File: src/rtl/serial_adder_pkg.sv
// Purpose : shared definitions for the bit-serial adder (FSM encoding, counter sizing).
// Latency : n/a (package only).
// Backpressure : n/a (package only).
package serial_adder_pkg;

    // Controller states. busy is high in ADD and DONE, done only in DONE.
    typedef enum logic [1:0] {
        IDLE = 2'd0,
        ADD  = 2'd1,
        DONE = 2'd2
    } state_e;

    // Bit-counter width for an n-bit operand: enough to hold the values 0..n.
    function automatic int unsigned cnt_width(input int unsigned n);
        return $clog2(n + 1);
    endfunction

endpackage

File: src/rtl/b2_adder_p.sv
// Purpose : 1-bit gate-level full adder.
// Latency : combinational, zero cycles.
// Backpressure : none.
//
// Ports:
//   a, b  - addend bits
//   ci    - carry in
//   s     - sum bit (a ^ b ^ ci)
//   co    - carry out (majority of a, b, ci)
module b2_adder_p (
    input  logic a,
    input  logic b,
    input  logic ci,
    output logic s,
    output logic co
);

    wire p;     // propagate
    wire g;     // generate
    wire t;     // carry through propagate
    wire s_w;
    wire co_w;

    xor u_xor_p  (p,    a,  b);
    xor u_xor_s  (s_w,  p,  ci);
    and u_and_g  (g,    a,  b);
    and u_and_t  (t,    p,  ci);
    or  u_or_co  (co_w, g,  t);

    assign s  = s_w;
    assign co = co_w;

endmodule

File: src/rtl/serial_adder.sv
// Purpose : bit-serial N-bit adder, one bit per clock through a single full adder.
// Latency : start accepted at edge 0, bits at edges 1..N, done pulses the cycle after edge N.
// Backpressure : none; start is ignored while busy (no queuing), one add per N+2 cycles.
//
// Ports:
//   clock, reset_ - rising-edge clock, asynchronous active-low reset
//   x, y, cin     - operands and carry-in, sampled only on the accepting edge
//   start         - level-sampled request to begin an addition (honoured in IDLE only)
//   busy          - high while adding or signalling the result
//   s, cout       - result of the last completed addition, held until the next start
//   done          - one-cycle pulse when s/cout carry a new result
module serial_adder
    import serial_adder_pkg::*;
#(
    parameter int N = 8
) (
    input  logic         clock,
    input  logic         reset_,
    input  logic [N-1:0] x,
    input  logic [N-1:0] y,
    input  logic         cin,
    input  logic         start,
    output logic         busy,
    output logic [N-1:0] s,
    output logic         cout,
    output logic         done
);

    typedef logic [cnt_width(N)-1:0] cnt_t;

    state_e       state_q;
    logic [N-1:0] x_q;
    logic [N-1:0] y_q;
    logic [N-1:0] s_q;
    logic [N-1:0] s_d;
    logic         c_q;
    logic         cout_q;
    logic         done_q;
    logic         busy_q;
    cnt_t         cnt_q;

    logic         fa_s;
    logic         fa_c;

    // The only arithmetic in the block: LSBs of both operands plus the carry flop.
    b2_adder_p u_fa (
        .a  (x_q[0]),
        .b  (y_q[0]),
        .ci (c_q),
        .s  (fa_s),
        .co (fa_c)
    );

    // New sum bit enters at the MSB; after N shifts bit 0 of the result
    // has travelled down to s[0]. Written without part-selects so N=1 works.
    always_comb begin
        s_d = (s_q >> 1) | (N'(fa_s) << (N - 1));
    end

    always_ff @(posedge clock or negedge reset_) begin
        if (!reset_) begin
            state_q <= IDLE;
            x_q     <= '0;
            y_q     <= '0;
            s_q     <= '0;
            c_q     <= 1'b0;
            cout_q  <= 1'b0;
            done_q  <= 1'b0;
            busy_q  <= 1'b0;
            cnt_q   <= '0;
        end else begin
            done_q <= 1'b0;
            case (state_q)
                IDLE: begin
                    if (start) begin
                        x_q     <= x;
                        y_q     <= y;
                        c_q     <= cin;
                        cnt_q   <= '0;
                        busy_q  <= 1'b1;
                        state_q <= ADD;
                    end
                end

                ADD: begin
                    s_q   <= s_d;
                    c_q   <= fa_c;
                    x_q   <= x_q >> 1;
                    y_q   <= y_q >> 1;
                    cnt_q <= cnt_q + cnt_t'(1);
                    // Last bit: publish the final carry and raise done next cycle.
                    if (cnt_q == cnt_t'(N - 1)) begin
                        cout_q  <= fa_c;
                        done_q  <= 1'b1;
                        state_q <= DONE;
                    end
                end

                DONE: begin
                    busy_q  <= 1'b0;
                    state_q <= IDLE;
                end

                default: begin
                    busy_q  <= 1'b0;
                    state_q <= IDLE;
                end
            endcase
        end
    end

    assign busy = busy_q;
    assign s    = s_q;
    assign cout = cout_q;
    assign done = done_q;

endmodule

File: config.mk
export PLATFORM = sky130hd
export DESIGN_NAME = serial_adder
export DESIGN_NICKNAME = d
export VERILOG_FILES = /design/src/rtl/serial_adder_pkg.sv /design/src/rtl/b2_adder_p.sv /design/src/rtl/serial_adder.sv
export SDC_FILE = /design/constraint.sdc
export NUM_CORES = 1
export LEC_CHECK = 0
export CAP_MARGIN = 40
export CORE_ASPECT_RATIO = 0.5
export CORE_MARGIN = 4
export CORE_UTILIZATION = 35
export CTS_CLUSTER_DIAMETER = 150
export CTS_CLUSTER_SIZE = 28
export DETAILED_ROUTE_END_ITERATION = 7
export DONT_BUFFER_PORTS = 1
export GPL_TIMING_DRIVEN = 1
export PLACE_DENSITY_LB_ADDON = 0.08
export SYNTH_ARGS = -nofsm -noshare
export SYNTH_HDL_FRONTEND = slang
export SYNTH_SLANG_ARGS = --single-unit
File: constraint.sdc
create_clock -name clock -period 3.2 [get_ports clock]
set_clock_uncertainty 0.1 [all_clocks]
set_input_delay 0.48 -clock clock [delete_from_list [all_inputs] [get_ports clock]]
set_output_delay 0.48 -clock clock [all_outputs]
set_load 0.02 [all_outputs]
==> impl_metrics.xml <==
<?xml version="1.0" encoding="UTF-8"?>
<metrics>
  <group name="run_status">
    <metric name="run_status" unit="">finished, final reports clean</metric>
  </group>
  <group name="layout">
    <metric name="fillerInstances" unit="">389</metric>
    <metric name="antenna_cells_inserted" unit="">0</metric>
    <metric name="syn2layout_area_growth" unit="%">9.31</metric>
    <metric name="multi_input_area" unit="um^2">594</metric>
    <metric name="seqCellArea" unit="um^2">851</metric>
    <metric name="drive_above_1_share" unit="%">7.84</metric>
    <metric name="design_area" unit="um^2">1650</metric>
    <metric name="finish.utilization" unit="%">40.9</metric>
    <metric name="post_layout_nets" unit="">174</metric>
  </group>
  <group name="critical_path">
    <metric name="worstPathBufferInverterCount" unit="">0</metric>
    <metric name="worst-r2r-setup-slack" unit="ps">1030</metric>
    <metric name="timing.rr.end" unit="">cout</metric>
    <metric name="cp_data_arrival_time" unit="ps">2240</metric>
    <metric name="critPathMaxStageDelay" unit="ps">840</metric>
    <metric name="crit_path_category" unit="">reg2reg</metric>
    <metric name="critPathSlowestCell" unit="">sky130_fd_sc_hd__dfrtp_1</metric>
    <metric name="critical-path-top-delay-family" unit="">flip-flops</metric>
    <metric name="crit_path_cell_trace" unit="">nand2b_1 -&gt; nor3_2 -&gt; mux2_1</metric>
    <metric name="crit_start_category" unit="">flip-flop</metric>
    <metric name="path_max_fanout" unit="">23</metric>
    <metric name="launch_point_of_the_worst_reg_to_reg_path" unit="">state_q[0]</metric>
    <metric name="end_kind" unit="">flip-flop</metric>
    <metric name="r2r_depth" unit="">3</metric>
    <metric name="critical_path_required" unit="ps">3270</metric>
  </group>
  <group name="route">
    <metric name="drt_iter0_drc" unit="">32</metric>
    <metric name="drt-vias-per-instance" unit="">5.12</metric>
    <metric name="dr_total_vias" unit="">1060</metric>
    <metric name="remaining_drc_errors" unit="">0</metric>
    <metric name="wirelength_met1" unit="um">1720</metric>
    <metric name="route.detailed.wl_per_inst" unit="um">15.6</metric>
    <metric name="wl_met2" unit="um">1230</metric>
    <metric name="drtAntennaViolNets" unit="">0</metric>
    <metric name="route.final.wire_length" unit="um">3220</metric>
    <metric name="drt-pass1-iter-count" unit="">4</metric>
    <metric name="routed_length_on_met3" unit="um">250</metric>
    <metric name="highest-signal-layer" unit="">met4</metric>
  </group>
  <group name="sta">
    <metric name="setup-violations-final" unit="">0</metric>
    <metric name="setup_tns" unit="ps">0</metric>
    <metric name="grt_setup_unrepaired" unit="">no</metric>
    <metric name="max_freq" unit="MHz">460</metric>
    <metric name="final_period_minus_worst_setup_slack" unit="ps">2170</metric>
    <metric name="part_of_the_cycle_the_worst_path_needs" unit="%">67.9</metric>
    <metric name="worst-slew-pin-transition" unit="ps">759</metric>
    <metric name="finalMaxSlewViolations" unit="">0</metric>
    <metric name="timing_hold_violations_final" unit="">0</metric>
    <metric name="relSlewSlack" unit="%">49.4</metric>
  </group>
  <group name="power">
    <metric name="power_per_cell_area" unit="nW/um^2">1010</metric>
    <metric name="ir_drop" unit="V">0.000296</metric>
    <metric name="p_leak" unit="nW">0.734</metric>
  </group>
  <group name="global_route">
    <metric name="initial_antenna_violation_count" unit="">0</metric>
    <metric name="first_global_vias" unit="">1070</metric>
    <metric name="grt.overflow.total" unit="">0</metric>
    <metric name="grt_start_max_net_pins" unit="">35</metric>
    <metric name="first_pass_grt_wire_length" unit="um">5580</metric>
    <metric name="gr-usage-all-layers" unit="%">13.4</metric>
  </group>
  <group name="clocking">
    <metric name="ctsLongestPathBuffers" unit="">2</metric>
    <metric name="tritoncts" unit="">yes</metric>
    <metric name="cts_repair_resize_count" unit="">0</metric>
    <metric name="worst_setup_hold_path_clk_slew" unit="ps">70</metric>
    <metric name="tritoncts_num_sinks" unit="">34</metric>
    <metric name="clock_tree.root_cell" unit="">sky130_fd_sc_hd__clkbuf_8</metric>
    <metric name="clk-insertion-delay-late" unit="ps">280</metric>
    <metric name="h_tree_depth" unit="">2</metric>
    <metric name="cts-buffers-inserted" unit="">5</metric>
    <metric name="holdBufCountCts" unit="">2</metric>
    <metric name="postCtsSetupRepairBufs" unit="">0</metric>
  </group>
  <group name="synth">
    <metric name="mappedNetlistNets" unit="">175</metric>
    <metric name="synth_async_sr_flop_share" unit="%">100</metric>
    <metric name="synth_enable_flop_cells" unit="">0</metric>
    <metric name="synth_seq_cells" unit="">34</metric>
    <metric name="synth_top_area_share" unit="%">56.5</metric>
    <metric name="synthesis.instances" unit="">153</metric>
    <metric name="postSynthAreaPerCell" unit="um^2">9.84</metric>
    <metric name="synth-seq-area-share" unit="%">56.5</metric>
    <metric name="post-synth-top-area-cell" unit="">sky130_fd_sc_hd__dfrtp_1</metric>
    <metric name="synth.top_cells.by_area" unit="">sky130_fd_sc_hd__dfrtp_1, sky130_fd_sc_hd__nand2_1, sky130_fd_sc_hd__a22oi_1, sky130_fd_sc_hd__o21ai_1, sky130_fd_sc_hd__nor2b_1</metric>
    <metric name="synthesis.yosys.warnings" unit="">0</metric>
    <metric name="synth_cell_types" unit="">24</metric>
    <metric name="mappedNetlistArea" unit="um^2">1510</metric>
    <metric name="synth-main-ff-cell" unit="">sky130_fd_sc_hd__dfrtp_1</metric>
  </group>
  <group name="place">
    <metric name="io_buffer_count" unit="">0</metric>
    <metric name="placement.cell_area" unit="um^2">1520</metric>
    <metric name="place_hpwl" unit="um">2080</metric>
    <metric name="finalWeightedCongestion" unit="">0.726</metric>
  </group>
  <group name="min_path">
    <metric name="hp-start" unit="">x[7]</metric>
    <metric name="min_delay_worst_endpoint" unit="">x_q[7]</metric>
    <metric name="hp-class" unit="">in2reg</metric>
    <metric name="worstHoldPathCells" unit="">1</metric>
  </group>
  <group name="die">
    <metric name="die_height" unit="um">54.4</metric>
    <metric name="core.rowCount" unit="">16</metric>
    <metric name="die_w" unit="um">101</metric>
    <metric name="core_area" unit="um^2">4020</metric>
    <metric name="fp.dieArea" unit="um^2">5480</metric>
    <metric name="i_o_pin_cnt" unit="">31</metric>
    <metric name="effective_utilization_at_floorplan" unit="%">37.4</metric>
  </group>
  <group name="run">
    <metric name="max_cap_viol_count" unit="">0</metric>
  </group>
</metrics>
==> synth_stat cells, types with 2 or more instances <==
cell type / count
sky130_fd_sc_hd__nor2_1: 4
sky130_fd_sc_hd__o21ai_1: 18
sky130_fd_sc_hd__nor2b_1: 11
sky130_fd_sc_hd__nand2_1: 37
sky130_fd_sc_hd__a22oi_1: 15
sky130_fd_sc_hd__a21oi_1: 9
sky130_fd_sc_hd__nand3_1: 2
sky130_fd_sc_hd__dfrtp_1: 34
sky130_fd_sc_hd__buf_2: 6
sky130_fd_sc_hd__buf_4: 2
sky130_fd_sc_hd__clkbuf_1: 2
==> where the power goes <==
group          internal [W]  switching, W  total, W
logic              0.000206      0.000262  0.000467
registers          0.000602      0.000262  0.000864
clock network      0.000174      0.000152  0.000325
==> through the flow <==
stage	worst slack, ps	hold slack (ps)	std cells	total power [W]
2_1_floorplan	1830	84.4	153	0.00123
3_3_place_gp	1110	85.2	197	0.00133
3_5_place_dp	999	85.2	197	0.00133
4_1_cts	1000	265	207	0.00168
5_1_grt	813	273	207	0.00181
6_report	1030	274	207	0.00166
==> logic make-up (layout without fill, tap and decap cells) <==
group,after synthesis,count (layout),share of synthesized area [%]
and+or+nand+nor,57,57,16.9
buffers and inverters,12,12,3.99
DFF,34,34,56.5
adders and majority gates,2,2,2.16
muxes,2,2,1.41
AOI/OAI and AO/OA,46,46,19.0
==> registers in the layout (all words and copies together), names as in the netlist <==
signal	cells
s	8
x_q	8
y_q	8
cnt_q	4
state_q	2
busy	1
c_q	1
cout	1
done	1
==> layout make-up <==
type,count,share of cell area [%]
clock buffer,7,5.25
sequential,34,51.7
timing repair buffer,3,2.28
tap,54,4.11
multi-input combinational,107,36.1
clock inverter,1,0.304
inverter,1,0.228
==> placed cells by master, fill, tap and decap left out, types with 2 or more instances in the layout <==
cell type                  instances
sky130_fd_sc_hd__nand3_1           2
sky130_fd_sc_hd__a21oi_1           9
sky130_fd_sc_hd__a22oi_1          15
sky130_fd_sc_hd__nor2b_1          11
sky130_fd_sc_hd__clkbuf_8          6
sky130_fd_sc_hd__nor2_1            4
sky130_fd_sc_hd__o21ai_1          18
sky130_fd_sc_hd__dfrtp_1          34
sky130_fd_sc_hd__nand2_1          37
==> worst max-delay path by stage <==
stage,from,to,slack (ps),cells after the start
global placement,state_q[0],cout,1110,3
CTS,state_q[0],cout,1000,3
global route,state_q[0],cout,810,3
floorplan,start,x_q[7],1830,4
detailed placement,state_q[0],cout,1000,3
finish,state_q[0],cout,1030,3
==> worst reg2reg max path: stages, from the launching register on <==
cell                       delay [ps]
sky130_fd_sc_hd__dfrtp_1          840
sky130_fd_sc_hd__nand2b_1         450
sky130_fd_sc_hd__nor3_2           330
sky130_fd_sc_hd__mux2_1           340
==> per-layer routing <==
| layer | track usage (%) | vias up |
|---|---|---|
| li1 | - | 522 |
| met1 | 19.1 | 503 |
| met2 | 17.6 | 30 |
| met3 | 6.36 | 5 |
| met4 | 4.03 | 0 |
| met5 | 0 | - |
Power figures use the tool's default switching activity.
